## src/rtl/sdm_alloc_pkg.sv

```systemverilog
// Shared types and helpers for the SDM allocation controller.
package sdm_alloc_pkg;

  // Widest configuration column the one-hot checker accepts.
  localparam int unsigned ONEHOT_MAX_W = 32;

  // Per-client request FSM states.
  typedef enum logic [1:0] {
    IDLE  = 2'd0,
    REQ   = 2'd1,
    GRANT = 2'd2,
    REL   = 2'd3
  } alloc_state_e;

  // Returns 1 when exactly one bit of v is set.
  function automatic logic onehot_chk(input logic [ONEHOT_MAX_W-1:0] v);
    return (v != '0) && ((v & (v - ONEHOT_MAX_W'(1))) == '0);
  endfunction

endpackage

```

## src/rtl/sdm_req_fsm.sv

```systemverilog
// One client's request/release FSM with its acknowledge synchroniser
// and its latched crossbar select.
module sdm_req_fsm
  import sdm_alloc_pkg::*;
#(
  parameter int M           = 2,
  parameter int SYNC_STAGES = 2
) (
  input  logic         clk,
  input  logic         rst,
  input  logic         pkt_vld,
  input  logic         flit_vld,
  input  logic         flit_tail,
  input  logic [M-1:0] out_rdy,
  input  logic         ca_async,
  input  logic [M-1:0] cfg_col,
  output logic         flit_rdy,
  output logic         arb_c,
  output logic [M-1:0] xb_sel,
  output logic         xb_vld,
  output logic         cfg_err
);

  logic [SYNC_STAGES-1:0] ca_sync_q;
  logic [SYNC_STAGES-1:0] ca_sync_d;
  logic                   ca_s;

  alloc_state_e state_q;
  alloc_state_e state_d;
  logic         arb_c_q;
  logic         arb_c_d;
  logic [M-1:0] xb_sel_q;
  logic [M-1:0] xb_sel_d;
  logic         xb_vld_q;
  logic         xb_vld_d;
  logic         cfg_err_q;
  logic         cfg_err_d;
  logic         xfer;

  // Shift the asynchronous acknowledge one stage deeper each cycle.
  always_comb begin
    ca_sync_d = {ca_sync_q[SYNC_STAGES-2:0], ca_async};
  end

  assign ca_s = ca_sync_q[SYNC_STAGES-1];

  // Synchroniser flops; cleared so a stale ack cannot survive reset.
  always_ff @(posedge clk or posedge rst) begin
    if (rst) begin
      ca_sync_q <= '0;
    end else begin
      ca_sync_q <= ca_sync_d;
    end
  end

  // xb_vld is only ever set in GRANT, so it alone gates the transfer.
  assign xfer = flit_vld & xb_vld_q & (|(xb_sel_q & out_rdy));

  // Next-state and next-output decode for the 4-phase handshake.
  always_comb begin
    state_d   = state_q;
    arb_c_d   = arb_c_q;
    xb_sel_d  = xb_sel_q;
    xb_vld_d  = xb_vld_q;
    cfg_err_d = cfg_err_q;
    case (state_q)
      IDLE: begin
        // Wait for the previous ack to fall before raising a new request.
        if (pkt_vld && !ca_s) begin
          state_d = REQ;
          arb_c_d = 1'b1;
        end
      end
      REQ: begin
        // Request is held even if pkt_vld drops, keeping the handshake legal.
        arb_c_d = 1'b1;
        if (ca_s) begin
          if (onehot_chk(ONEHOT_MAX_W'(cfg_col))) begin
            state_d  = GRANT;
            xb_sel_d = cfg_col;
            xb_vld_d = 1'b1;
          end else begin
            cfg_err_d = 1'b1;
          end
        end
      end
      GRANT: begin
        if (xfer && flit_tail) begin
          state_d  = REL;
          arb_c_d  = 1'b0;
          xb_vld_d = 1'b0;
          xb_sel_d = '0;
        end
      end
      REL: begin
        if (!ca_s) begin
          state_d = IDLE;
        end
      end
      default: begin
        state_d  = IDLE;
        arb_c_d  = 1'b0;
        xb_vld_d = 1'b0;
        xb_sel_d = '0;
      end
    endcase
  end

  // FSM state and registered outputs; reset drops the request at once.
  always_ff @(posedge clk or posedge rst) begin
    if (rst) begin
      state_q   <= IDLE;
      arb_c_q   <= 1'b0;
      xb_sel_q  <= '0;
      xb_vld_q  <= 1'b0;
      cfg_err_q <= 1'b0;
    end else begin
      state_q   <= state_d;
      arb_c_q   <= arb_c_d;
      xb_sel_q  <= xb_sel_d;
      xb_vld_q  <= xb_vld_d;
      cfg_err_q <= cfg_err_d;
    end
  end

  assign flit_rdy = xfer;
  assign arb_c    = arb_c_q;
  assign xb_sel   = xb_sel_q;
  assign xb_vld   = xb_vld_q;
  assign cfg_err  = cfg_err_q;

endmodule

```

## src/rtl/sdm_alloc_ctl.sv

```systemverilog
// Request/release controller in front of the SDM match arbiter: one
// request FSM per client, column extraction from the match matrix and
// a combined sticky configuration error.
module sdm_alloc_ctl
  import sdm_alloc_pkg::*;
#(
  parameter int N           = 2,
  parameter int M           = 2,
  parameter int SYNC_STAGES = 2
) (
  input  logic           clk,
  input  logic           rst,
  input  logic [N-1:0]   pkt_vld,
  input  logic [N-1:0]   flit_vld,
  input  logic [N-1:0]   flit_tail,
  output logic [N-1:0]   flit_rdy,
  input  logic [M-1:0]   out_rdy,
  output logic [N-1:0]   arb_c,
  input  logic [N-1:0]   arb_ca,
  input  logic [M*N-1:0] arb_cfg,
  output logic [N*M-1:0] xb_sel,
  output logic [N-1:0]   xb_vld,
  output logic           cfg_err
);

  // Column j of the match matrix: which resources are matched to client j.
  logic [N-1:0][M-1:0] cfg_col;
  logic [N-1:0]        err_vec;

  for (genvar j = 0; j < N; j++) begin : g_col
    for (genvar i = 0; i < M; i++) begin : g_bit
      assign cfg_col[j][i] = arb_cfg[i*N+j];
    end
  end

  for (genvar j = 0; j < N; j++) begin : g_client
    sdm_req_fsm #(
      .M           (M),
      .SYNC_STAGES (SYNC_STAGES)
    ) u_fsm (
      .clk       (clk),
      .rst       (rst),
      .pkt_vld   (pkt_vld[j]),
      .flit_vld  (flit_vld[j]),
      .flit_tail (flit_tail[j]),
      .out_rdy   (out_rdy),
      .ca_async  (arb_ca[j]),
      .cfg_col   (cfg_col[j]),
      .flit_rdy  (flit_rdy[j]),
      .arb_c     (arb_c[j]),
      .xb_sel    (xb_sel[j*M +: M]),
      .xb_vld    (xb_vld[j]),
      .cfg_err   (err_vec[j])
    );
  end

  assign cfg_err = |err_vec;

endmodule

```

## config.mk

```make
export PLATFORM = sky130hd
export DESIGN_NAME = sdm_alloc_ctl
export DESIGN_NICKNAME = d
export VERILOG_FILES = /design/src/rtl/sdm_alloc_pkg.sv /design/src/rtl/sdm_req_fsm.sv /design/src/rtl/sdm_alloc_ctl.sv
export SDC_FILE = /design/constraint.sdc
export NUM_CORES = 1
export LEC_CHECK = 0
export CORE_ASPECT_RATIO = 0.9
export CORE_MARGIN = 5
export CORE_UTILIZATION = 45
export CTS_CLUSTER_DIAMETER = 200
export DETAILED_ROUTE_END_ITERATION = 7
export GPL_TIMING_DRIVEN = 0
export PLACE_DENSITY_LB_ADDON = 0.2
export SETUP_SLACK_MARGIN = 0.3
export SYNTH_ARGS = -nofsm -noshare
export SYNTH_HDL_FRONTEND = slang
export SYNTH_SLANG_ARGS = --single-unit
```

## constraint.sdc

```tcl
create_clock -name clk -period 3.96 [get_ports clk]
set_input_delay 0.396 -clock clk [delete_from_list [all_inputs] [get_ports clk]]
set_output_delay 0.396 -clock clk [all_outputs]
set_load 0.02 [all_outputs]
```

==> impl_metrics.toml <==
[hold_path]
hold_class = "reg -> reg"

[sta]
setup_viol = 0
tightest_slew_ns = 0.695
whs_ns = 0.367
slew_headroom_pct = 53.6
fin_skew_ns = 0.00930
rsz0062_at_grt = "no"
layout_min_cycle_time_ns = 2.26
finalSetupTns_ns = 0
period_share_pct = 57.0
fmax_mhz = 443
hold_violations = 0
slew_violations = 0

[synth]
synthesis.area_um2 = 1060
ys.flop_type = "dfrtp_1"
async_flop_share_pct = 100
synth_edf_count = 0
yosys.area.top_type = "dfrtp_1"
ys_seq_area_share_pct = 42.6
synth_cell_types = 36
synth_top_cells_by_area = "dfrtp_1, ha_1, buf_4"
synth_fp_nets = 125
postSynthCellCount = 101
avgSynthCellArea_um2 = 10.5
ys.warnings.count = 0
synth_top_area_share_pct = 42.6
ys_seq_elements = 18

[setup_path]
cp_common_cell = "clkdlybuf4s50_1"
worstSetupStartpoint = "out_rdy[0]"
critical_path_class = "in -> out"
timing.rr.end = "g_client[0].u_fsm.state_q[1]"
startpoint_type = "input pin"
worstPathRequired_ns = 3.56
crit_end = "flit_rdy[1]"
max_stage_delay_ns = 0.53
cp_max_fo = 3
r2r-start = "g_client[0].u_fsm.state_q[1]"
rrSetupSlack_ns = 2.34
crit_arrival_ns = 1.86
crit_path_top_delay_cell = "clkdlybuf4s50_1"
rr_worst_depth = 5
path_cells = "clkdlybuf4s50_1 > a22oi_2 > nor2_1 > buf_4 > clkdlybuf4s50_1"
critPathCaptureType = "output port"

[final_layout]
fin_area_um2 = 1380
multi_input_area_um2 = 526
fin_cells = 157
final_common_cell = "clkdlybuf4s50_1"
n_antenna_cell = 0
syn2layout_area_growth_pct = 29.9
drive_gt1_share_pct = 18.5
fill_cells = 197
layout_common_cells = "clkdlybuf4s50_1, dfrtp_1, nand2_1, inv_1, ha_1"
nets = 156
regArea_um2 = 450

[floorplanning]
die_y_um = 56.0
core_area_um2 = 2220
initial_core_util_pct = 47.6
boundaryPins = 27
row_count = 16
die_x_um = 61.1
die_area_um2 = 3420

[global_route]
grt_pass1_wl_mm = 3.65
grt_use_total_pct = 13.9
grt_antenna_before_repair = 0
grt.overflow.total = 0
grt_max_degree = 19
grt_pass1_vias = 814

[placed_design]
io_buffers = 26
place_congestion = 0.752
detailed_place.area_um2 = 1350
place_inst = 154
hpwl_mm = 1.66

[clock_tree]
post_cts_resized = 0
cts_buffers = 3
cts_root_buffer = "clkbuf_4"
cts_tree = "done"
cts_htree_levels = 1
clock_latency_ns = 0.29
clockBufferDepth = 2
cts_sinks = 18
post-cts-setup-buffers = 0
clkTransAtPathRegs_ns = 0.09
hold_buffers = 0

[routing]
drc = 0
drt_iter0_drc = 16
vias = 807
drt-vias-per-instance = 5.14
antenna_left = 0
wl_per_cell_um = 13.4
dr.pass1.iters = 4
routed_wirelength_mm = 2.10

[pwr]
p_per_area_nw_per_um2 = 656
leakage_nw = 0.611
power_uw = 903
vdd_drop_max_mv = 0.358

[outcome]
outcome = "finished, final reports clean"

[job]
max_cap_viol_count = 0
[registers in the layout (all words and copies together) (netlist names)]
signal / cells
g_client.u_fsm.state_q: 4
g_client.u_fsm.ca_sync_q: 4
g_client.u_fsm.arb_c: 2
g_client.u_fsm.xb_vld: 2
g_client.u_fsm.cfg_err: 2
g_client.u_fsm.xb_sel: 4
[synthesized netlist by cell type (2+ instances only)]
library cell  count
o21ai_2           2
inv_1             9
a22o_1            2
nor2_1            4
mux2i_1           3
a22oi_2           2
dfrtp_1          18
o211ai_2          2
a21oi_1           4
nor3_2            2
a21o_1            2
o21ai_0           4
mux2_4            2
buf_4             6
nand2_1           9
ha_1              8
nand3_1           2
a211oi_1          2
[power breakdown]
group | total, mW | switching, mW | internal [mW]
Sequential | 0.297 | 0.0542 | 0.243
Clock | 0.0892 | 0.0539 | 0.0353
Combinational | 0.516 | 0.257 | 0.259
[metrics by stage]
step | setup WS (ns) | util (%)
CTS | 1.69 | 61.9
floorplan | 2.46 | -
finish | 1.70 | 61.9
detailed placement | 1.70 | 60.9
global route | 1.63 | 61.9
global placement | 1.68 | 60.9
[critical path: cells and delay by family]
kind	cells	cell delay (ns)
AOI/OAI and AO/OA	1	0.28
buffers and inverters	3	1.11
and+or+nand+nor	1	0.08
[cell families (layout without fill, tap and decap cells)]
logic type,Yosys count,count (layout),synth area share [%]
DFF,18,18,42.6
adders and majority gates,8,8,9.46
xor gates and xnor gates,2,2,2.36
AOI/OAI and AO/OA,28,28,20.1
and+or+nand+nor,24,24,12.1
buffers and inverters,16,45,7.80
muxes,5,5,5.67
[area by class of cell]
type,instances,share of cell area [%]
multi-input cells,67,38.2
well taps,27,2.46
plain buffers,6,3.28
repair buffers,26,18.9
clock buffers,3,1.64
flip-flops and latches,18,32.8
inverters,10,2.73
[per-layer routing]
layer / track usage, % / wire (um) / vias up
met5: 0 / 0 / -
met4: 2.79 / 10 / 0
met3: 4.18 / 121 / 2
met2: 22.7 / 1040 / 19
met1: 17.8 / 922 / 379
li1: - / - / 407
[worst min-delay path by stage]
stage                     slack [ns]                              to  depth (start not counted)                           start
after floorplan                 0.33         g_client[0].u_fsm.arb_c                          1                             rst
after global placement          0.33  g_client[1].u_fsm.ca_sync_q[1]                          0  g_client[1].u_fsm.ca_sync_q[0]
after detailed placement        0.35  g_client[1].u_fsm.ca_sync_q[1]                          0  g_client[1].u_fsm.ca_sync_q[0]
after CTS                       0.37  g_client[1].u_fsm.ca_sync_q[1]                          0  g_client[1].u_fsm.ca_sync_q[0]
after global routing            0.40  g_client[0].u_fsm.ca_sync_q[1]                          0  g_client[0].u_fsm.ca_sync_q[0]
final                           0.37  g_client[1].u_fsm.ca_sync_q[1]                          0  g_client[1].u_fsm.ca_sync_q[0]
Power figures use the tool's default switching activity.
